File: config.mk
export PLATFORM = sky130hd
export DESIGN_NAME = dma_copy_ctrl
export DESIGN_NICKNAME = d
export VERILOG_FILES = /design/src/rtl/dma_copy_ctrl.sv
export SDC_FILE = /design/constraint.sdc
export NUM_CORES = 1
export LEC_CHECK = 0
export CORE_MARGIN = 5
export CORE_UTILIZATION = 30
export CTS_BUF_LIST = sky130_fd_sc_hd__clkbuf_8 sky130_fd_sc_hd__clkbuf_16
export DETAILED_ROUTE_END_ITERATION = 8
export DONT_BUFFER_PORTS = 1
export GPL_TIMING_DRIVEN = 1
export PLACE_DENSITY = 0.56
export SYNTH_ARGS = -nofsm -noshare
export SYNTH_HDL_FRONTEND = slang
export SYNTH_SLANG_ARGS = --single-unit
File: constraint.sdc
create_clock -name clk -period 4.97 [get_ports clk]
set_input_delay 0.7455 -clock clk [delete_from_list [all_inputs] [get_ports clk]]
set_output_delay 0.7455 -clock clk [all_outputs]
set_load 0.005 [all_outputs]
File: src/rtl/dma_copy_ctrl.sv
// dma_copy_ctrl: memory-mapped DMA engine that copies LEN 16-bit words
// from SRC to DST in the data RAM. It moves one word per cycle, and each
// RAM read feeds the write in the following cycle.
// Optional feature: define DMA_COPY_FILL_EN to add the FILL register at
// offset +4. With it, CTRL bit1 selects a constant-fill transfer.
module dma_copy_ctrl #(
   parameter logic [13:0] DMA_BASE = 14'h3FC0
) (
   input  logic        clk,
   input  logic        rst,
   input  logic        dma_io_we,
   input  logic [15:2] dma_io_wadr,
   input  logic [31:0] dma_io_wdata,
   input  logic [15:2] dma_io_radr,
   input  logic        dma_io_radr_en,
   output logic [31:0] dma_io_rdata,
   output logic        dma_re_ma,
   output logic [15:2] dataram_radr_ma,
   input  logic [15:0] dataram_rdata_wb,
   output logic        dma_we_ma,
   output logic [15:2] dataram_wadr_ma,
   output logic [15:0] dataram_wdata_ma,
   output logic        dma_busy,
   output logic        dma_done_irq
);

   localparam logic [0:0] ST_IDLE   = 1'b0;
   localparam logic [0:0] ST_STREAM = 1'b1;

   logic [0:0]  state;
   logic [13:0] src_r, dst_r, len_r;
   logic [13:0] dst_ptr;      // next write address in copy mode
   logic [13:0] rem;          // remaining reads (copy) or writes (fill)
   logic        done_r, aborted_r;
   logic        abort_pend;   // abort seen with one write still in flight
   logic        fill_mode;
   logic [15:0] fill_r;

   logic [13:0] woff, roff;
   logic        wr_src, wr_dst, wr_len, wr_ctrl, wr_fill;
   logic        start_req, abort_req, fill_req;
   logic        unused_wdata;

   assign woff      = dma_io_wadr - DMA_BASE;
   assign roff      = dma_io_radr - DMA_BASE;
   assign wr_src    = dma_io_we && (woff == 14'd0);
   assign wr_dst    = dma_io_we && (woff == 14'd1);
   assign wr_len    = dma_io_we && (woff == 14'd2);
   assign wr_ctrl   = dma_io_we && (woff == 14'd3);
   assign wr_fill   = dma_io_we && (woff == 14'd4);
   // Abort wins over start when both bits are written together.
   assign abort_req = wr_ctrl && dma_io_wdata[2];
   assign start_req = wr_ctrl && dma_io_wdata[0] && !dma_io_wdata[2];
   assign dma_busy  = (state == ST_STREAM);
   assign unused_wdata = ^{dma_io_wdata[31:14], dma_io_wdata[1]};

`ifdef DMA_COPY_FILL_EN
   assign fill_req = dma_io_wdata[1];
   assign dataram_wdata_ma = !dma_we_ma ? 16'd0 :
                             (fill_mode ? fill_r : dataram_rdata_wb);

   // FILL register, writable only while idle
   always_ff @(posedge clk or posedge rst) begin
      if (rst)
         fill_r <= 16'd0;
      else if (!dma_busy && wr_fill)
         fill_r <= dma_io_wdata[15:0];
   end
`else
   assign fill_req = 1'b0;
   assign dataram_wdata_ma = dma_we_ma ? dataram_rdata_wb : 16'd0;

   // Fill feature absent: FILL stays zero and offset +4 writes are dropped
   always_ff @(posedge clk or posedge rst) begin
      if (rst)
         fill_r <= 16'd0;
      else if (wr_fill && 1'b0)
         fill_r <= dma_io_wdata[15:0];
   end
`endif

   // Software-visible SRC/DST/LEN, frozen while a transfer runs
   always_ff @(posedge clk or posedge rst) begin
      if (rst) begin
         src_r <= 14'd0;
         dst_r <= 14'd0;
         len_r <= 14'd0;
      end else if (!dma_busy) begin
         if (wr_src) src_r <= dma_io_wdata[13:0];
         if (wr_dst) dst_r <= dma_io_wdata[13:0];
         if (wr_len) len_r <= dma_io_wdata[13:0];
      end
   end

   // Registered read port, holds its value between read requests
   always_ff @(posedge clk or posedge rst) begin
      if (rst)
         dma_io_rdata <= 32'd0;
      else if (dma_io_radr_en) begin
         case (roff)
            14'd0:   dma_io_rdata <= {18'd0, src_r};
            14'd1:   dma_io_rdata <= {18'd0, dst_r};
            14'd2:   dma_io_rdata <= {18'd0, len_r};
            14'd3:   dma_io_rdata <= {28'd0, aborted_r, done_r, 1'b0, dma_busy};
            14'd4:   dma_io_rdata <= {16'd0, fill_r};
            default: dma_io_rdata <= 32'd0;
         endcase
      end
   end

   // Transfer FSM: registered RAM strobes and addresses, status and irq
   always_ff @(posedge clk or posedge rst) begin
      if (rst) begin
         state           <= ST_IDLE;
         dma_re_ma       <= 1'b0;
         dma_we_ma       <= 1'b0;
         dataram_radr_ma <= 14'd0;
         dataram_wadr_ma <= 14'd0;
         dst_ptr         <= 14'd0;
         rem             <= 14'd0;
         done_r          <= 1'b0;
         aborted_r       <= 1'b0;
         abort_pend      <= 1'b0;
         fill_mode       <= 1'b0;
         dma_done_irq    <= 1'b0;
      end else begin
         dma_done_irq <= 1'b0;
         if (state == ST_IDLE) begin
            if (start_req) begin
               aborted_r <= 1'b0;
               if (len_r == 14'd0) begin
                  done_r       <= 1'b1;
                  dma_done_irq <= 1'b1;
               end else begin
                  state      <= ST_STREAM;
                  done_r     <= 1'b0;
                  abort_pend <= 1'b0;
                  rem        <= len_r;
                  fill_mode  <= fill_req;
                  if (fill_req) begin
                     dma_we_ma       <= 1'b1;
                     dataram_wadr_ma <= dst_r;
                     dst_ptr         <= dst_r + 14'd1;
                  end else begin
                     dma_re_ma       <= 1'b1;
                     dataram_radr_ma <= src_r;
                     dst_ptr         <= dst_r;
                  end
               end
            end
         end else if (abort_req || abort_pend) begin
            // Stop reading at once; let an outstanding read land as one write
            dma_re_ma <= 1'b0;
            if (abort_req && dma_re_ma) begin
               dma_we_ma       <= 1'b1;
               dataram_wadr_ma <= dst_ptr;
               abort_pend      <= 1'b1;
            end else begin
               dma_we_ma  <= 1'b0;
               state      <= ST_IDLE;
               aborted_r  <= 1'b1;
               abort_pend <= 1'b0;
            end
         end else if (fill_mode) begin
            if (rem > 14'd1) begin
               dataram_wadr_ma <= dst_ptr;
               dst_ptr         <= dst_ptr + 14'd1;
               rem             <= rem - 14'd1;
            end else begin
               dma_we_ma    <= 1'b0;
               state        <= ST_IDLE;
               done_r       <= 1'b1;
               dma_done_irq <= 1'b1;
            end
         end else if (dma_re_ma) begin
            // Each read becomes a write next cycle
            dma_we_ma       <= 1'b1;
            dataram_wadr_ma <= dst_ptr;
            dst_ptr         <= dst_ptr + 14'd1;
            if (rem > 14'd1) begin
               dataram_radr_ma <= dataram_radr_ma + 14'd1;
               rem             <= rem - 14'd1;
            end else begin
               dma_re_ma <= 1'b0;
            end
         end else begin
            // Last write is on the bus this cycle
            dma_we_ma    <= 1'b0;
            state        <= ST_IDLE;
            done_r       <= 1'b1;
            dma_done_irq <= 1'b1;
         end
      end
   end

endmodule

==> out/results.ini <==
[drt]
avgViaCountPerCell=5.57
first_pass_iters=5
routedWlPerCell_um=21.4
drc=0
routed_wl_mm=19.6
drtAntennaViolNets=0
vias=5112
drtIter0Drc=458

[cts]
cts_buffers=17
cts_resized=0
clkLatencyLatePin_ns=0.41
cts_tree=done
root_buffer=clkbuf_16
clk_pin_slew_worst_paths_ns=0.06
cts_setup_buffers=0
ctsLongestPathBuffers=2
htreeDepth=4
postCtsHoldBufs=0
cts_sinks=119

[power]
power_leakage_nw=3.29
pwr_density_cell_mw_per_mm2=322
peakVddDrop_v=0.000202

[logic_synthesis]
synth_flop_cell=dfrtp_1
syn_inst=638
yosysMostFrequentCell=dfrtp_1
syn_avg_cell_area_um2=10.2
synth_top_area_frac=0.456
post-synth-top-area-cell=dfrtp_1
synthesis.area_mm2=0.00654
synth_edf_count=0
ys_top_cells_by_count=dfrtp_1 (119), mux2_2 (54), nand2_1 (40), o21ai_0 (36), inv_1 (35)
synth_cell_types=70
yosys-top-cells-area=dfrtp_1 (46%), mux2_2 (9.3%), o21ai_0 (2.8%)
ys_seq_elements=119
ys_seq_area_frac=0.456
async_reset_ff_frac=1.00
ys_warn_count=16

[cells_and_area]
nNetsFinal=709
fillers=2184
insertedDiodeCount=0
drive_above_1_share=0.191
syn_to_final_growth_pct=12.5

[timing]
finalSetupTns_ns=0
fmax_mhz=326
max-slew-margin-rel=0.330
fin_crit_ns=3.07
period_share=0.617
maxSlewViolCount=0
rsz0062_at_grt=no
hold_viol=0
setup_violations=0
worst_pin_slew_ns=0.994
layout_setup_ws_ns=1.90
skew_ns=0.00693

[worst_setup_path]
start_kind=flop
reg2regPathDepth=6
critPathMaxFanout=37
slowest_delay_ns=0.84
critPathRequiredTime_ns=5.27
arrival_ns=3.36
cp_cell_sequence=buf_4, nor4b_1, nand4_1, nor3_1, nor3_4, mux2_2
cpMaxStageDelayCell=dfrtp_2
worstSetupPathType=flop to flop
end_kind=flop

[die]
rows=54
coreArea_mm2=0.0216
start_util=0.302
ios=160
die-area_mm2=0.0248
die_y_um=158
die_x_um=158

[placed_design]
gp_congestion=0.841
dpl_worst_slack_ns=1.59
numPortBuffers=0
place_hpwl_mm=14.2

[outcome]
outcome=complete, no violations

[job]
maxCapViolations=0

[global_route]
grt_use_total=0.160
antenna_found_initial=1
grt_pass1_vias=4945
grt_max_degree=67
grt_pass1_wl_mm=30.1
grt.overflow.total=0

[worst_hold_path]
worstHoldPathType=input pin to asynchronous set/reset pin

==> state kept, by name (all words and copies together), names as in the netlist <==
signal,cells
dataram_radr_ma,14
dataram_wadr_ma,14
dma_io_rdata,14
dst_ptr,14
dst_r,14
len_r,14
rem,14
src_r,14
abort_pend,1
aborted_r,1
dma_busy,1
dma_done_irq,1
dma_re_ma,1
dma_we_ma,1
done_r,1
==> critical path, delay by kind of cell (launching register included) <==
family	cells	cell delay, ns
AND/OR/NAND/NOR	4	1.36
flip-flops	1	0.84
buffers and inverters	1	0.42
multiplexers	1	0.32
==> cell type report <==
cell class	instances	area (um2)	area share
multi-input cells	443	3180	0.432
flip-flops and latches	119	2980	0.405
clock buffers	20	467	0.0634
inverters	36	138	0.0187
clock inverters	12	181	0.0247
repair buffers	8	60.1	0.00816
well taps	280	350	0.0476
==> per-stage QoR <==
stage / std cells / cell area [um2] / hold WS [ns] / power (mW) / util
after global placement: 886 / 6710 / 0.502 / 1.02 / 0.310
after global routing: 918 / 7360 / 0.414 / 2.44 / 0.340
after CTS: 918 / 7360 / 0.412 / 2.39 / 0.340
final: 918 / 7360 / 0.395 / 2.37 / 0.340
after detailed placement: 886 / 6710 / 0.506 / 1.03 / 0.310
after floorplan: 655 / 6600 / 0.451 / 1.03 / -
==> cells in the final DEF, fill, tap and decap left out, drive strengths merged, types with 6 or more instances in the layout <==
cell type | netlist | final
dfrtp | 119 | 119
mux2 | 62 | 62
nand2 | 42 | 42
inv | 35 | 38
o21ai | 36 | 36
a21oi | 30 | 30
nand3 | 27 | 27
nor2 | 23 | 23
and2 | 21 | 21
clkbuf | 26 | 20
conb | 1 | 18
nand4 | 16 | 16
mux2i | 16 | 16
nor3 | 16 | 16
nor4 | 14 | 14
and4 | 11 | 11
a31oi | 11 | 11
a211oi | 10 | 10
o22a | 9 | 9
buf | 31 | 8
o22ai | 6 | 6
==> logic make-up (layout without fill, tap and decap cells) <==
logic type,Yosys count,after routing,share of synthesized area
simple gates,188,188,0.160
mux,81,81,0.146
other cells,1,18,0.000574
compound gates,152,152,0.160
flops,119,119,0.456
fa+ha+maj,4,4,0.00766
buf+inv,93,76,0.0701
==> per-layer routing <==
metal | wire [um] | up-vias | global-route usage
li1 | - | 2319 | -
met1 | 8420 | 2530 | 0.219
met2 | 8580 | 232 | 0.229
met3 | 2140 | 31 | 0.0604
met4 | 468 | 0 | 0.0578
met5 | 0 | - | 0
==> report_power, final <==
group,total [mW],switching [mW],internal (mW)
sequential,0.971,0.000539,0.970
combinational,0.0364,0.0288,0.00759
clock,1.36,0.441,0.920
total,2.37,0.471,1.90
==> final timing paths <==
kind / start / to / slack [ns]
max: dma_busy / dataram_radr_ma[2] / 1.90
min: rst / dma_io_rdata[10] / 0.39
max reg2reg: dma_busy / dataram_radr_ma[2] / 1.90
min reg2reg: dst_ptr[8] / dst_ptr[8] / 0.52
max in group asynchronous: rst / dma_busy / 3.66
min in group clk: dma_io_radr_en / dma_io_rdata[13] / 0.43
(Power assumes the default switching activity.)
